--- src/rtl/div_unit_pkg.sv ---
// Shared definitions for the iterative divider: default width and FSM encodings.
package div_unit_pkg;

  localparam int DIV_WIDTH = 32;

  localparam logic [1:0] DIV_IDLE = 2'd0;
  localparam logic [1:0] DIV_RUN  = 2'd1;
  localparam logic [1:0] DIV_FIX  = 2'd2;
  localparam logic [1:0] DIV_DONE = 2'd3;

endpackage

--- src/rtl/div_step.sv ---
// One radix-2 restoring division step on magnitudes (purely combinational).
module div_step #(
  parameter int WIDTH = 32
) (
  input  logic [WIDTH-1:0] rem,
  input  logic             q_msb,
  input  logic [WIDTH-1:0] divisor_mag,
  output logic [WIDTH-1:0] rem_next,
  output logic             q_bit
);

  logic [WIDTH:0] shifted;

  // The compare keeps the bit shifted out of rem, so divisors >= 2^(WIDTH-1) still
  // divide correctly; the difference always fits in WIDTH bits when q_bit is set.
  assign shifted  = {rem, q_msb};
  assign q_bit    = (shifted >= {1'b0, divisor_mag});
  assign rem_next = q_bit ? (shifted[WIDTH-1:0] - divisor_mag) : shifted[WIDTH-1:0];

endmodule

--- src/rtl/div_unit.sv ---
// Multi-cycle DIV/DIVU unit: WIDTH restoring iterations on magnitudes, then a sign fix-up.
module div_unit
  import div_unit_pkg::*;
#(
  parameter int WIDTH = DIV_WIDTH,
  parameter int CNT_W = 6
) (
  input  logic             clock,
  input  logic             reset,
  input  logic             start,
  input  logic             is_signed,
  input  logic [WIDTH-1:0] dividend,
  input  logic [WIDTH-1:0] divisor,
  input  logic             flush,
  output logic             busy,
  output logic             done,
  output logic [WIDTH-1:0] quotient,
  output logic [WIDTH-1:0] remainder,
  output logic             div_by_zero
);

  logic [1:0]       state_q, state_d;
  logic [CNT_W-1:0] cnt_q, cnt_d;
  logic [WIDTH-1:0] rem_q, rem_d;
  logic [WIDTH-1:0] quo_q, quo_d;
  logic [WIDTH-1:0] dvsr_q, dvsr_d;
  logic             q_neg_q, q_neg_d;
  logic             r_neg_q, r_neg_d;
  logic             zero_q, zero_d;
  logic [WIDTH-1:0] quotient_q, quotient_d;
  logic [WIDTH-1:0] remainder_q, remainder_d;
  logic             dbz_q, dbz_d;

  logic             a_neg, b_neg;
  logic [WIDTH-1:0] a_mag, b_mag;
  logic [WIDTH-1:0] step_rem;
  logic             step_qbit;

  assign a_neg = is_signed & dividend[WIDTH-1];
  assign b_neg = is_signed & divisor[WIDTH-1];
  assign a_mag = a_neg ? -dividend : dividend;
  assign b_mag = b_neg ? -divisor : divisor;

  div_step #(.WIDTH(WIDTH)) u_step (
    .rem         (rem_q),
    .q_msb       (quo_q[WIDTH-1]),
    .divisor_mag (dvsr_q),
    .rem_next    (step_rem),
    .q_bit       (step_qbit)
  );

  always_comb begin
    // NOTE: every _d starts as its _q so no path through the case can infer a latch.
    state_d     = state_q;
    cnt_d       = cnt_q;
    rem_d       = rem_q;
    quo_d       = quo_q;
    dvsr_d      = dvsr_q;
    q_neg_d     = q_neg_q;
    r_neg_d     = r_neg_q;
    zero_d      = zero_q;
    quotient_d  = quotient_q;
    remainder_d = remainder_q;
    dbz_d       = dbz_q;

    case (state_q)
      DIV_IDLE: begin
        if (!flush && start) begin
          q_neg_d = a_neg ^ b_neg;
          r_neg_d = a_neg;
          quo_d   = a_mag;
          dvsr_d  = b_mag;
          zero_d  = (divisor == '0);
          rem_d   = '0;
          cnt_d   = CNT_W'(WIDTH);
          state_d = DIV_RUN;
        end
      end
      DIV_RUN: begin
        if (flush) begin
          state_d = DIV_IDLE;
        end else begin
          rem_d = step_rem;
          quo_d = {quo_q[WIDTH-2:0], step_qbit};
          cnt_d = cnt_q - CNT_W'(1);
          if (cnt_q == CNT_W'(1)) state_d = DIV_FIX;
        end
      end
      DIV_FIX: begin
        if (flush) begin
          state_d = DIV_IDLE;
        end else begin
          // A zero divisor leaves |dividend| in rem, so the signed fix-up restores the original bits.
          quotient_d  = zero_q ? '1 : (q_neg_q ? -quo_q : quo_q);
          remainder_d = r_neg_q ? -rem_q : rem_q;
          dbz_d       = zero_q;
          state_d     = DIV_DONE;
        end
      end
      default: state_d = DIV_IDLE;
    endcase
  end

  always_ff @(posedge clock) begin
    if (reset) begin
      state_q     <= DIV_IDLE;
      quotient_q  <= '0;
      remainder_q <= '0;
      dbz_q       <= 1'b0;
    end else begin
      state_q     <= state_d;
      quotient_q  <= quotient_d;
      remainder_q <= remainder_d;
      dbz_q       <= dbz_d;
    end
  end

  // NOTE: the datapath is loaded on every accepted start, so it needs no reset.
  always_ff @(posedge clock) begin
    cnt_q   <= cnt_d;
    rem_q   <= rem_d;
    quo_q   <= quo_d;
    dvsr_q  <= dvsr_d;
    q_neg_q <= q_neg_d;
    r_neg_q <= r_neg_d;
    zero_q  <= zero_d;
  end

  assign busy        = (state_q == DIV_RUN) || (state_q == DIV_FIX);
  assign done        = (state_q == DIV_DONE);
  assign quotient    = quotient_q;
  assign remainder   = remainder_q;
  assign div_by_zero = dbz_q;

endmodule
--- config.mk ---
export PLATFORM = sky130hd
export DESIGN_NAME = div_unit
export DESIGN_NICKNAME = d
export VERILOG_FILES = /design/src/rtl/div_unit_pkg.sv /design/src/rtl/div_step.sv /design/src/rtl/div_unit.sv
export SDC_FILE = /design/constraint.sdc
export NUM_CORES = 1
export LEC_CHECK = 0
export CAP_MARGIN = 0
export CORE_ASPECT_RATIO = 0.5
export CORE_UTILIZATION = 35
export DETAILED_ROUTE_END_ITERATION = 16
export SLEW_MARGIN = 15
export SYNTH_ARGS = -nofsm -noshare
export SYNTH_HDL_FRONTEND = slang
export SYNTH_SLANG_ARGS = --single-unit
--- constraint.sdc ---
create_clock -name clock -period 4.6 [get_ports clock]
set_clock_uncertainty 0.05 [all_clocks]
set_input_delay 0.69 -clock clock [delete_from_list [all_inputs] [get_ports clock]]
set_output_delay 0.69 -clock clock [all_outputs]
set_load 0.005 [all_outputs]
# Word level (Yosys, flattened, before mapping)

Cells that the tools add are included.

Bits in registers: 172
Input port bits: 69
Output and inout bits: 67
Word-level logic and storage cells: 59

Add/sub/neg operators: 6
Magnitude comparators: 1
Eq/ne operators: 7
Muxes and demuxes: 20
Bitwise gates (word level): 4
Reductions and logical operators: 10

Operators with widths:

| kind                                                 | count |
|---|---|
| two-way mux 32 bit                                   | 10 |
| negation 32 bit                                      | 4 |
| one-hot mux 32 bit (2 select lines)                  | 2 |
| >= comparator 33 x 32 -> 1 bit                       | 1 |
| zero test 32 bit                                     | 1 |
| subtractor 32 bit                                    | 1 |
| two-way mux 6 bit                                    | 2 |
| one-hot mux 6 bit (2 select lines)                   | 1 |
| two-way mux 2 bit                                    | 4 |
| equality test 6 x 1 -> 1 bit (second input constant) | 1 |
| one-hot mux 2 bit (3 select lines)                   | 1 |
| AND reduction 2 bit                                  | 3 |
| subtractor 6 x 1 -> 6 bit (second input constant)    | 1 |
| equality test 2 bit (second input constant)          | 2 |
| inequality test 2 bit (second input constant)        | 2 |
| inequality test 3 bit (second input constant)        | 1 |
| AND reduction 3 bit                                  | 1 |
| bitwise AND 1 bit                                    | 2 |
| equality test 2 x 1 -> 1 bit (second input constant) | 1 |
| zero test 2 bit                                      | 1 |
| nonzero test 2 bit                                   | 1 |
| logical AND 1 bit                                    | 1 |
| zero test 1 bit                                      | 1 |
| logical OR 1 bit                                     | 1 |
| 2 further kinds                                      | 2 |

# Depth between registers and ports, before layout

Word-level depth: 4
Depth in mapped cells: 13
Gate-level depth less buffers: 12

# Hierarchy

From an unflattened synthesis, not the netlist that was laid out.

Cell total of the unflattened synthesis: 1227
Area total of the unflattened synthesis: 11482.3 µm²

Modules (own cells, without submodules):

| module   | times used | cells each | area each (µm²) | sequential area each (µm²) |
|---|---|---|---|---|
| div_unit | 1          | 892        | 8993.6          | 4494.3 |
| div_step | 1          | 335        | 2488.6          | 0.0 |

# Least setup slack after synthesis

OpenSTA, ideal clock, no wires.

Path type: flip-flop to flip-flop
From: reg state_q[1]
To: reg cnt_q[0], enable pin
Library setup time: 498 ps
Data arrival time: 4064 ps
Required time: 4052 ps
Path slack: -13 ps
Cell stages (with the launch flop): 7
Path buffers: 2
Clock period less this slack: 4613 ps
Path through: dfxtp_1 > inv_1 > ha_1 > clkbuf_1 > clkbuf_1 > mux2i_1 > nor2_1

Word-level cells in the longest chain between the ends: 3
Elaborated cells between the ends (all ways): 6
Classes of those cells: eq/ne: 3; reduce/logical: 3

Ends and longest elaborated chain:

| element                                                               | RTL line        | source |
|---|---|---|
| start: declaration                                                    | div_unit.sv:22  | `logic [1:0] state_q, state_d;` |
| start signal: assignment                                              | div_unit.sv:111 | `state_q <= state_d;` |
| equality test 2 x 1 -> 1 bit or zero test 2 bit (tied branches)       | div_unit.sv:66  | `case (state_q)` |
| inequality test 2 bit (no line) or nonzero test 2 bit (tied branches) | --              |  |
| AND reduction 3 bit (no line) (*)                                     | --              |  |
| end signal: assignment                                                | div_unit.sv:120 | `cnt_q <= cnt_d;` |
| end: declaration                                                      | div_unit.sv:23  | `logic [CNT_W-1:0] cnt_q, cnt_d;` |

Mark *: on every way between the ends. The rest lies on a longest branch, timed or not.
A chain may end at the register's enable or synchronous reset.

# Worst setup path in the final report

From: reg quo_q[31]
To: reg rem_q[20] (data pin)

Word-level cells in the longest chain between the ends: 4
Elaborated cells between the ends (all ways): 5
Classes of those cells: add/sub: 1; order compare: 1; mux: 3

Ends and longest elaborated chain:

| element                                                             | RTL line                       | source |
|---|---|---|
| start: declaration                                                  | div_unit.sv:25                 | `logic [WIDTH-1:0] quo_q, quo_d;` |
| start signal: assignment                                            | div_unit.sv:122                | `quo_q <= quo_d;` |
| subtractor 32 bit or >= comparator 33 x 32 -> 1 bit (tied branches) | div_step.sv:18, div_step.sv:17 |  |
| two-way mux 32 bit (*)                                              | div_step.sv:18                 | `assign rem_next = q_bit ? (shifted[WIDTH-1:0] - divisor_mag) : shifted[WIDTH-1:0];` |
| two-way mux 32 bit (*)                                              | div_unit.sv:80                 | `if (flush) begin` |
| one-hot mux 32 bit (2 select lines) (*)                             | div_unit.sv:66                 |  |
| end signal: assignment                                              | div_unit.sv:121                | `rem_q <= rem_d;` |
| end: declaration                                                    | div_unit.sv:24                 | `logic [WIDTH-1:0] rem_q, rem_d;` |

Mark *: on every way between the ends. The rest lies on a longest branch, timed or not. The select of a mux whose other input is x is not followed.

==> impl_metrics.py <==
metrics = {
    "detailed_routing": {
        "post_drt_via_cell_ratio": 5.25,
        "wl_met3_um": 1820,
        "detail_route.iter0.violations": 726,
        "number_of_remaining_drc_errors": 0,
        "route.antenna.remaining_nets": 0,
        "met1_routed_length_um": 14400,
        "met2_wire_len_um": 14200,
        "first_pass_iters": 5,
        "route.final.wire_length_um": 30800,
        "top_layer": "met4",
        "routed-via-count": 9458,
        "detail_route.wl_per_cell_um": 17.1,
    },
    "logic_synthesis": {
        "synth_area_leaders": "sky130_fd_sc_hd__edfxtp_1 29%, sky130_fd_sc_hd__dfxtp_1 12%, sky130_fd_sc_hd__xor2_1 5.9%",
        "synth_nets": 1369,
        "post_synth_most_frequent_cells": "150 x sky130_fd_sc_hd__nand2_1, 132 x sky130_fd_sc_hd__nor2_1, 105 x sky130_fd_sc_hd__edfxtp_1",
        "async_reset_ff_frac": 0,
        "syn_inst": 1257,
        "synthDistinctLibCells": 63,
        "yosysTopAreaCell": "sky130_fd_sc_hd__edfxtp_1",
        "register_bit_total_from_synthesis": 172,
        "synth_top_flop_cell": "sky130_fd_sc_hd__edfxtp_1",
        "synth.avg_cell_area_um2": 8.71,
        "synth_largest_type_area_fraction": 0.288,
        "synth_area_um2": 11000,
        "synth_most_common_cell": "sky130_fd_sc_hd__nand2_1",
        "ys_seq_area_frac": 0.410,
        "synth_edf_count": 105,
        "synth.yosys.warnings": 0,
    },
    "grt": {
        "antenna_found_initial": 1,
        "grt_max_degree": 97,
        "global_route.usage.total": 0.194,
        "first_global_vias": 8889,
        "grt_first_pass_wirelength_um": 48700,
        "grt_overflow_total": 0,
    },
    "floorplanning": {
        "dieWidth_um": 252,
        "boundaryPins": 136,
        "placementRows": 45,
        "die_height_um": 127,
        "floorplan.core_area_um2": 30500,
        "floorplan.die_area_um2": 32000,
        "start_util": 0.359,
    },
    "worst_hold_path": {
        "holdCritStartpoint": "remainder[0]$_SDFFE_PP0P_",
        "worstHoldEndpoint": "remainder[0]$_SDFFE_PP0P_",
        "hold_path.class": "reg2reg",
        "hold_depth": 2,
    },
    "job": {
        "drv_cap": 0,
    },
    "critical_path": {
        "arrival_ns": 3.67,
        "regToRegStartpoint": "quo_q[31]$_DFFE_PP_",
        "startpoint": "quo_q[31]$_DFFE_PP_",
        "regToRegSetupSlack_ns": 1.07,
        "startpoint_type": "register",
        "reg2regPathDepth": 12,
        "reg2reg_end": "rem_q[20]$_SDFFCE_PN0P_",
        "end_kind": "register",
        "worst-setup-path-type": "reg2reg",
        "worst-endpoint-required_ns": 4.74,
        "crit_path_max_fanout": 3,
    },
    "sta": {
        "worst_pin_slew_ns": 1.02,
        "fin_setup_tns_ns": 0,
        "maxSlewViolCount": 0,
        "slew_headroom": 0.320,
        "rsz0062_at_grt": "no",
        "post-route-period-util": 0.767,
        "final_hold_viol_count": 0,
        "final.min_clock_period_ns": 3.53,
        "clock.fmax_mhz": 283,
        "finalSetupViolations": 0,
    },
    "clocking": {
        "htreeDepth": 4,
        "cts_resized": 0,
        "root_buffer_cell": "sky130_fd_sc_hd__clkbuf_16",
        "clk_pin_slew_ns": 0.07,
        "cts-buffers-inserted": 17,
        "post_cts_hold_buffer_count": 0,
        "cts_post_setup_buffers_inserted": 0,
        "clock_net_sink_count": 172,
        "clk_latency_ns": 0.44,
        "cts-root-to-sink-buffers": 2,
        "cts_tree": "done",
    },
    "finish": {
        "area_growth_syn_to_layout_pct": 21.7,
        "finish.net_count": 1478,
        "fillerInstances": 3006,
        "final_layout_size_suffix_gt1_frac": 0.0464,
        "finish.utilization": 0.437,
        "layout.cell_area.non_filler_um2": 13300,
        "final_cell_count_no_fill": 1803,
    },
    "run_status": {
        "status": "complete, no violations",
    },
    "power_and_ir_drop": {
        "power_per_cell_area_nw_per_um2": 358,
        "ir_drop_mv": 0.183,
        "total_leakage_power_uw": 0.00469,
    },
    "placed_design": {
        "dp.cells": 1770,
        "numPortBuffers": 135,
        "placed_cell_area_um2": 12700,
        "gpl.final_weighted_congestion": 0.901,
        "hpwl_um": 23500,
    },
}
-- cells by family after synthesis --
| group | after synthesis | share of synthesized area |
|---|---|---|
| AND/OR/NAND/NOR | 436 | 0.187 |
| AO/OA/AOI/OAI | 339 | 0.194 |
| flip-flops | 172 | 0.410 |
| XOR/XNOR | 141 | 0.113 |
| buffers and inverters | 122 | 0.0418 |
| adder cells (fa/ha/maj) | 43 | 0.0498 |
| multiplexers | 4 | 0.00366 |
-- sequential cells by signal, summed over array words and instances (netlist names), 2 cells and up --
name,cells
cnt_q,6
dvsr_q,32
quo_q,32
quotient,32
rem_q,32
remainder,32
state_q,2
-- cell type report --
cell class,count,area (µm²),share of cell area
antenna,1,2.50,0.000188
clock buffer,18,450,0.0338
clock inverter,14,134,0.0100
inverter,63,236,0.0177
multi-input combinational,963,6020,0.451
sequential,172,4490,0.337
tap,423,529,0.0397
timing repair buffer,149,1460,0.110
-- worst max path at each step --
stage | to | slack [ns] | cells after the start
after floorplan | cnt_q[0]$_SDFFCE_PN0P_ | 1.15 | 6
after global placement | dvsr_q[30]$_DFFE_PP_ | 0.69 | 9
after detailed placement | dvsr_q[30]$_DFFE_PP_ | 0.61 | 9
after CTS | dvsr_q[30]$_DFFE_PP_ | 1.06 | 9
after global routing | dvsr_q[30]$_DFFE_PP_ | 0.77 | 9
final | rem_q[20]$_SDFFCE_PN0P_ | 1.07 | 12
-- layer usage --
layer / GRT usage / vias to the layer above
li1: - / 4753
met5: 0 / -
met3: 0.0399 / 18
met2: 0.317 / 254
met4: 0.0357 / 0
met1: 0.266 / 4433
-- layout by cell type (no fill, tap or decap), types with 4 or more instances in the layout --
| cell type | n |
|---|---|
| sky130_fd_sc_hd__buf_4 | 13 |
| sky130_fd_sc_hd__or4_1 | 14 |
| sky130_fd_sc_hd__o21bai_1 | 4 |
| sky130_fd_sc_hd__or3_1 | 9 |
| sky130_fd_sc_hd__dfxtp_1 | 67 |
| sky130_fd_sc_hd__o2bb2ai_1 | 4 |
| sky130_fd_sc_hd__and2_1 | 4 |
| sky130_fd_sc_hd__nand3_1 | 18 |
| sky130_fd_sc_hd__a211oi_1 | 39 |
| sky130_fd_sc_hd__ha_1 | 41 |
| sky130_fd_sc_hd__nand2_1 | 150 |
| sky130_fd_sc_hd__nand3b_1 | 4 |
| sky130_fd_sc_hd__and3_1 | 7 |
| sky130_fd_sc_hd__nor3_1 | 37 |
| sky130_fd_sc_hd__o31ai_1 | 27 |
| sky130_fd_sc_hd__a21o_1 | 9 |
| sky130_fd_sc_hd__o21ai_1 | 30 |
| sky130_fd_sc_hd__mux2i_1 | 4 |
| sky130_fd_sc_hd__nor4_1 | 9 |
| sky130_fd_sc_hd__clkdlybuf4s50_1 | 134 |
| sky130_fd_sc_hd__nand2b_1 | 10 |
| sky130_fd_sc_hd__clkbuf_16 | 18 |
| sky130_fd_sc_hd__nor2b_1 | 5 |
| sky130_fd_sc_hd__clkinv_2 | 4 |
| sky130_fd_sc_hd__nand4_1 | 12 |
| sky130_fd_sc_hd__o21a_1 | 8 |
| sky130_fd_sc_hd__o21ai_0 | 58 |
| sky130_fd_sc_hd__xor2_1 | 74 |
| sky130_fd_sc_hd__a21oi_1 | 84 |
| sky130_fd_sc_hd__o41ai_1 | 11 |
| sky130_fd_sc_hd__xnor2_1 | 67 |
| sky130_fd_sc_hd__o22ai_1 | 29 |
| sky130_fd_sc_hd__a31oi_1 | 10 |
| sky130_fd_sc_hd__inv_1 | 63 |
| sky130_fd_sc_hd__nor2_1 | 131 |
| sky130_fd_sc_hd__edfxtp_1 | 105 |
| sky130_fd_sc_hd__nand4b_1 | 5 |
-- worst max-delay path, stage by stage (launching register included) --
cell                        delay [ns]
sky130_fd_sc_hd__edfxtp_1         0.49
sky130_fd_sc_hd__inv_1            0.10
sky130_fd_sc_hd__ha_1             0.17
sky130_fd_sc_hd__inv_1            0.06
sky130_fd_sc_hd__fa_1             0.43
sky130_fd_sc_hd__a211oi_1         0.40
sky130_fd_sc_hd__o21bai_1         0.16
sky130_fd_sc_hd__a2111oi_0        0.55
sky130_fd_sc_hd__or2_1            0.27
sky130_fd_sc_hd__o31ai_1          0.12
sky130_fd_sc_hd__a21boi_1         0.19
sky130_fd_sc_hd__xor2_1           0.20
sky130_fd_sc_hd__o2bb2ai_1        0.09
-- metrics by stage --
step	hold slack (ns)	total power [µW]	setup WS, ns
floorplan	0.398	2890	1.15
global placement	0.394	3320	0.686
detailed placement	0.408	3340	0.612
global route	0.433	5040	0.773
finish	0.413	4770	1.07
CTS	0.417	4800	1.06
-- report_power, final --
group	total [µW]	internal, µW	switching [µW]
Sequential	1990	1830	159
Clock	1460	789	666
Combinational	1330	542	787
(Power assumes the default switching activity.)
